File: src/rtl/match_timer.sv
// Round countdown timer: IDLE/RUN/PAUSE/DONE FSM with a registered BCD split and a low-time warning.
// Defining TIMER_WARN_BLINK_EN makes warn blink at 0.5 Hz inside the warning zone instead of holding steady.
module match_timer #(
    parameter int WARN_SECS = 5,
    parameter int MAX_CLAMP = 99
) (
    input  logic       clk,
    input  logic       reset,
    input  logic       tick,
    input  logic       start,
    input  logic       pause,
    input  logic [7:0] max_time,
    output logic [7:0] time_left,
    output logic [3:0] bcd_tens,
    output logic [3:0] bcd_ones,
    output logic       running,
    output logic       time_up,
    output logic       expired,
    output logic       warn
);

    typedef enum logic [1:0] {IDLE, RUN, PAUSE, DONE} state_t;

    localparam logic [7:0] CLAMP = 8'(MAX_CLAMP);
    localparam logic [7:0] WARN  = 8'(WARN_SECS);

    state_t     state, state_nxt;
    logic [7:0] left_nxt;
    logic [7:0] load_val;
    logic       expired_nxt;
    logic       zone_nxt;
    logic       warn_nxt;

    function automatic logic in_zone(input state_t s, input logic [7:0] t);
        return ((s == RUN) || (s == PAUSE)) && (t != 8'd0) && (t <= WARN);
    endfunction

    assign load_val = (max_time > CLAMP) ? CLAMP : max_time;

    // start outranks everything; in RUN a held pause masks a coincident tick.
    always_comb begin
        state_nxt   = state;
        left_nxt    = time_left;
        expired_nxt = 1'b0;
        if (start) begin
            left_nxt = load_val;
            if (load_val == 8'd0) begin
                state_nxt   = DONE;
                expired_nxt = 1'b1;
            end else begin
                state_nxt = RUN;
            end
        end else begin
            case (state)
                RUN: begin
                    if (pause) begin
                        state_nxt = PAUSE;
                    end else if (tick) begin
                        if (time_left <= 8'd1) begin
                            left_nxt    = 8'd0;
                            state_nxt   = DONE;
                            expired_nxt = 1'b1;
                        end else begin
                            left_nxt = time_left - 8'd1;
                        end
                    end
                end
                PAUSE: begin
                    if (!pause) state_nxt = RUN;
                end
                DONE: begin
                    left_nxt = 8'd0;
                end
                default: ;
            endcase
        end
    end

    assign zone_nxt = in_zone(state_nxt, left_nxt);

`ifdef TIMER_WARN_BLINK_EN
    logic zone_cur;
    logic dec;

    assign zone_cur = in_zone(state, time_left);
    assign dec      = (state == RUN) && !start && !pause && tick && (time_left > 8'd1);

    // Entering the zone (or restarting inside it) lights warn; each decrement inside flips it.
    always_comb begin
        warn_nxt = warn;
        if (!zone_nxt)
            warn_nxt = 1'b0;
        else if (start || !zone_cur)
            warn_nxt = 1'b1;
        else if (dec)
            warn_nxt = ~warn;
    end
`else
    assign warn_nxt = zone_nxt;
`endif

    always_ff @(posedge clk) begin
        if (reset) begin
            state     <= IDLE;
            time_left <= 8'd0;
            bcd_tens  <= 4'd0;
            bcd_ones  <= 4'd0;
            running   <= 1'b0;
            time_up   <= 1'b0;
            expired   <= 1'b0;
            warn      <= 1'b0;
        end else begin
            state     <= state_nxt;
            time_left <= left_nxt;
            // time_left never exceeds 99, so both digits stay within 0..9.
            bcd_tens  <= 4'(time_left / 8'd10);
            bcd_ones  <= 4'(time_left % 8'd10);
            running   <= (state_nxt == RUN);
            time_up   <= (state_nxt == DONE);
            expired   <= expired_nxt;
            warn      <= warn_nxt;
        end
    end

endmodule

File: config.mk
export PLATFORM = sky130hd
export DESIGN_NAME = match_timer
export DESIGN_NICKNAME = d
export VERILOG_FILES = /design/src/rtl/match_timer.sv
export SDC_FILE = /design/constraint.sdc
export NUM_CORES = 1
export LEC_CHECK = 0
export CAP_MARGIN = 20
export CORE_ASPECT_RATIO = 1.25
export CORE_MARGIN = 2
export CORE_UTILIZATION = 39
export CTS_CLUSTER_DIAMETER = 60
export DETAILED_ROUTE_END_ITERATION = 8
export GPL_ROUTABILITY_DRIVEN = 0
export PLACE_DENSITY = 0.69
export SYNTH_ARGS = -nofsm -noshare
export SYNTH_HDL_FRONTEND = slang
export SYNTH_SLANG_ARGS = --single-unit
File: constraint.sdc
create_clock -name clk -period 5.85 [get_ports clk]
set_input_delay 1.17 -clock clk [delete_from_list [all_inputs] [get_ports clk]]
set_output_delay 1.17 -clock clk [all_outputs]
set_load 0.02 [all_outputs]
==> impl_results.md, run 1 <==
* Outcome: completed
* Flop-to-flop setup slack at 2650 ps
* Hpwl dp at 3.64 mm
* Post-CTS Setup Bufs at 0
* CTS Buf Count at 3
* Crit path max fanout at 10
* Grt total ovfl at 0
* Critical-path cell list: clkdlybuf4s50_1, nand2b_1, nor2_1, nand3_1, a21boi_0, ha_1, nor2_1, and4_1, nand4_1, a2111oi_2
* Internal at 318 µW
* Wire per inst at 14.9 µm
* Core ar. at 4760 µm²
* IO buf count at 32
* Relative slew slack at 36.6%
* DR pass1 iterations at 4
* Worst slew pin tran at 950 ps
* Cell mode on critical path: nor2_1
* Post-DRT Antenna Nets at 0
* Final Skew at 1.91 ps
* Yosys reg bits at 22
* EDFF count, synth at 0
* Worst EP required at 6020 ps
* Final Util at 48.6%
* Pleak at 0.831 nW
* Unrepaired setup endpoints after global routing: no
* Vias post-DR at 1963
* Worst setup path class: in2reg
* Final setup fails at 0
* Clock power share at 30.9%
* Nets at 297
* Area Overhead vs Synth at 19.6%
* Die Span Y at 82.8 µm
* CTS clk-pin slew, worst paths at 80 ps
* Mapped Avg Cell Area at 7.60 µm²
* Area leader, netlist: dfxtp_1
* Fmax at 295 MHz
* Largest net degree at the start of global routing at 34
* VDD IR max at 0.000104 V
* Die area at 5550 µm²
* Slowest stage delay, CP at 580 ps
* Starting DRT DRC Count at 158
* Comb pwr share at 31.4%
* Clk sinks at 22
* H-tree depth at 1
* Netlist Area Pre-Place at 1940 µm²
* Max-Cap Viols at 0
* Share of cells above drive strength 1 at 6.93%
* Die Wd at 67.1 µm
* Ys flop type: dfxtp_1
* Min-delay worst type: reg2reg
* Total Wirelength at 4.99 mm
* Sw Ratio at 31.4%
* Vias in the first global route at 1819
* Sequential share of power at 37.7%
* Hold-fix buffers at CTS at 0
* Tmin final at 3400 ps
* Starting Density at 40.7%
* Initial antenna violation count at 0
* Tcrit/Tclk final at 58.0%
* Clk root buf: clkbuf_8
* Worst Path Arrival at 3560 ps
* Commonest cells after routing, fill and taps aside: clkdlybuf4s50_1, nor2_1, dfxtp_1
* Register area share after synthesis at 22.7%
* Skew-Pair Late Insertion Delay at 260 ps
* Yosys cell types at 71
* Top-level I/O count at 33
* Resize count post-CTS at 0
* Total net switching power at 146 µW
* Power density cells at 200 nW/µm²
* Final Hold Viols at 0
* Commonest non-fill, non-tap cell in the layout: clkdlybuf4s50_1
* Clock Path Buffers at 2
* First-pass GRT wire length at 8.49 mm
* GRT Total Usage at 19.2%
* Ys Warns at 0
* Syn Nets at 277
* Async SR Flop Fraction at 0%
* Setup crit end kind: flip-flop
* Number of antenna diodes at 0
* Rows at 28
* CTS tree: built
* Syn Inst Count at 255
* Vias per cell at 5.88
* Slowest CP cell: clkdlybuf4s50_1
* Post-route DRC at 0
* Final Max Slew Viols at 0
* Setup_tns at 0 ps
* Area share of the largest cell type after synthesis at 22.7%
* Critical Path Source Type: primary input
* Top post-synthesis cells by area: dfxtp_1, ha_1, nor2_1, o21ai_0, a21oi_1
## layout make-up
cell class	instances	area, µm²
Sequential cell	22	440
Clock inverter	1	30.0
Clock buffer	3	41.3
Multi-Input combinational cell	204	1360
Tap cell	60	75.1
Inverter	10	37.5
Timing Repair Buffer	34	335
Fill cell	504	2450
## worst max-delay path: cells and delay by family
family	cells	cell delay, ps
simple gates	6	830
buf+inv	1	580
compound gates	2	670
fa+ha+maj	1	310
## power by group through the flow
stage                     sequential [mW]  clock [mW]  combinational [mW]
after CTS                           0.175       0.146               0.146
final                               0.175       0.143               0.146
after global routing                0.177       0.152               0.161
after global placement              0.178           0               0.144
after detailed placement            0.178           0               0.145
after floorplan                     0.181           0              0.0949
## cells in the mapped netlist (3+ instances only)
cell type / instances
a211oi_1: 4
a21oi_1: 14
a31oi_1: 7
and2b_1: 3
buf_2: 10
buf_4: 3
clkbuf_1: 4
dfxtp_1: 22
ha_1: 9
inv_1: 10
nand2_1: 17
nand2b_1: 6
nand3_1: 8
nand3b_1: 4
nor2_1: 27
nor2b_1: 9
nor3_1: 10
o21ai_0: 15
or3_1: 5
xnor2_1: 3
## final timing paths
| kind | cells after the start | start | to |
|---|---|---|---|
| hold / removal | 2 | time_left[0] | bcd_ones[0] |
| setup reg to reg | 10 | time_left[7] | warn |
| setup / recovery | 10 | start | warn |
| hold reg to reg | 2 | time_left[0] | bcd_ones[0] |
## metal layers
| layer | up-vias | wire length, µm | track usage, % |
|---|---|---|---|
| li1 | 981 | - | - |
| met1 | 908 | 2050 | 24.3 |
| met2 | 64 | 2560 | 31.1 |
| met3 | 10 | 254 | 3.12 |
| met4 | 0 | 123 | 8.72 |
| met5 | - | 0 | 0 |
## flip-flops by register name (all words and copies together) (netlist names)
signal,flops
bcd_ones,4
time_left,8
bcd_tens,4
running,1
state,2
warn,1
time_up,1
expired,1
## through the flow
step	instances	hold slack, ps	setup slack (ps)	instance area (µm²)	power (mW)
6_report	334	617	2450	2320	0.463
5_1_grt	334	691	2230	2320	0.491
4_1_cts	334	622	2450	2320	0.466
3_5_place_dp	330	607	2180	2250	0.323
3_3_place_gp	330	597	2310	2250	0.322
2_1_floorplan	255	634	2870	1940	0.276
## kinds of logic after synthesis
| family | share of synthesized area (%) |
|---|---|
| and+or+nand+nor | 30.5 |
| buffers and inverters | 7.23 |
| muxes | 1.61 |
| DFF | 22.7 |
| AOI/OAI and AO/OA | 28.7 |
| adders and majority gates | 6.91 |
| xor gates and xnor gates | 2.26 |
Note: power is estimated with default switching activity, not from simulation.
==> run 2: changes to the inputs <==
PLACE_DENSITY = 0.71   (was 0.69)
clock period = 3.06 ns   (was 5.85 ns; I/O delays follow)
==> run 2 against run 1 <==
Compared with the run above:
- die area unchanged
- power up 96%
- via count up 3.0%
- utilization up 1.6 points
- critical path depth unchanged
- first-iteration DRC count down 18%
- global-route usage up 0.69 points
- sequential cell count unchanged
- routed wire length up 3.1%
- sequential power up 79%
- register-to-register slack worse by 2400 ps
- hold slack worse by 7.5 ps
==> impl_results.md, run 2 (synthesis gave the netlist of run 1 again) <==
* Hpwl dp at 3.80 mm
* Min-delay worst type: reg2reg
* Clk sinks at 22
* DR pass1 iterations at 4
* Max-Cap Viols at 0
* Clock Path Buffers at 2
* First-pass GRT wire length at 8.83 mm
* Outcome: completed
* Relative slew slack at 63.3%
* Crit path max fanout at 7
* Die Span Y at 82.8 µm
* VDD IR max at 0.000186 V
* Comb pwr share at 34.9%
* Starting Density at 40.7%
* Tcrit/Tclk final at 90.4%
* Largest register FFs at 8
* Commonest non-fill, non-tap cell in the layout: clkdlybuf4s50_1
* Vias per cell at 5.90
* Rows at 28
* Worst setup path start: time_left[2]
* Setup crit end kind: flip-flop
* Worst setup path class: reg2reg
* Total net switching power at 290 µW
* Worst Path Arrival at 2940 ps
* Worst R2R Start: time_left[2]
* Vias post-DR at 2022
* Share of cells above drive strength 1 at 10.2%
* Sequential share of power at 34.5%
* Die area at 5550 µm²
* Starting DRT DRC Count at 130
* GRT Total Usage at 19.9%
* Core ar. at 4760 µm²
* Post-CTS Setup Bufs at 0
* Post-DRT Antenna Nets at 0
* Sw Ratio at 31.9%
* Unrepaired setup endpoints after global routing: no
* Initial antenna violation count at 0
* Clock power share at 30.7%
* CTS tree: built
* Worst EP required at 3230 ps
* Die Wd at 67.1 µm
* Grt total ovfl at 0
* Largest Register: time_left
* Skew-Pair Late Insertion Delay at 270 ps
* IO buf count at 32
* Wire per inst at 15.0 µm
* Vias in the first global route at 2018
* Final Skew at 8.12 ps
* Post-route DRC at 0
* Clk root buf: clkbuf_8
* Final setup fails at 0
* Pleak at 0.877 nW
* Critical Path Source Type: flip-flop
* Final Hold Viols at 0
* Flop-to-flop setup slack at 290 ps
* Largest net degree at the start of global routing at 33
* Fmax at 361 MHz
* Final Max Slew Viols at 0
* Tmin final at 2770 ps
* Smallest hold slack at 609 ps
* Power density cells at 379 nW/µm²
* Number of antenna diodes at 0
* Top-level I/O count at 33
* Largest regs: time_left (8), bcd_ones (4), bcd_tens (4)
* Nets at 306
* CTS Buf Count at 3
* Commonest cells after routing, fill and taps aside: clkdlybuf4s50_1, nor2_1, dfxtp_1
* Internal at 618 µW
* Total Wirelength at 5.15 mm
* H-tree depth at 1
* Startpoint of the worst hold path: time_left[0]
* Setup_tns at 0 ps
* CTS clk-pin slew, worst paths at 90 ps
* Worst slew pin tran at 549 ps
* Area Overhead vs Synth at 23.5%
[run 2: what timing repair did]
action,CTS,global route
gates resized for setup,0,2
hold buffers,0,0
endpoints found under the setup margin,0,1
[run 2: layout make-up]
type,count,area (µm²)
fillers,491,2370
multi-input cells,204,1370
flip-flops and latches,22,440
repair buffers,43,403
well taps,60,75.1
clock buffers,3,41.3
inverters,10,37.5
clock inverters,1,30.0
[run 2: worst max-delay path, cell delays in order, from the launching register on]
cell and delay (ps):
dfxtp_1 310, or3_1 490, nor3_4 360, a21oi_1 110, o21ai_0 210, a21boi_0 160, ha_1 300, nor2_1 90
and4_1 200, nand4_1 110, a2111oi_2 330
[run 2: routing by layer]
layer  up-vias  part of all wire [%]  GRT usage (%)
met1       935                    41           23.3
met5         -                     0              0
met2        75                    51           33.9
met4         0                   3.5           9.83
met3        16                   4.4           3.12
li1        996                     -              -
[run 2: final timing paths]
| path | endpoint | depth (start not counted) |
|---|---|---|
| worst max register to register | warn | 10 |
| worst min register to register | bcd_ones[0] | 2 |
| worst max-delay path | warn | 10 |
| worst min-delay path | bcd_ones[0] | 2 |
[run 2: through the flow]
stage / power [mW] / worst slack [ps] / cell area, µm² / cells / utilization [%]
2_1_floorplan: 0.527 / 120 / 1940 / 255 / -
3_3_place_gp: 0.627 / 255 / 2310 / 339 / 48.6
3_5_place_dp: 0.630 / 220 / 2310 / 339 / 48.6
4_1_cts: 0.912 / 191 / 2380 / 343 / 50.1
5_1_grt: 0.957 / 51.7 / 2390 / 343 / 50.2
6_report: 0.908 / 293 / 2390 / 343 / 50.2
[run 2: power by group through the flow]
stage	registers, mW	clock network [mW]	logic (mW)
2_1_floorplan	0.346	0	0.182
3_3_place_gp	0.320	0	0.307
3_5_place_dp	0.320	0	0.310
4_1_cts	0.313	0.287	0.311
5_1_grt	0.315	0.294	0.347
6_report	0.313	0.279	0.316
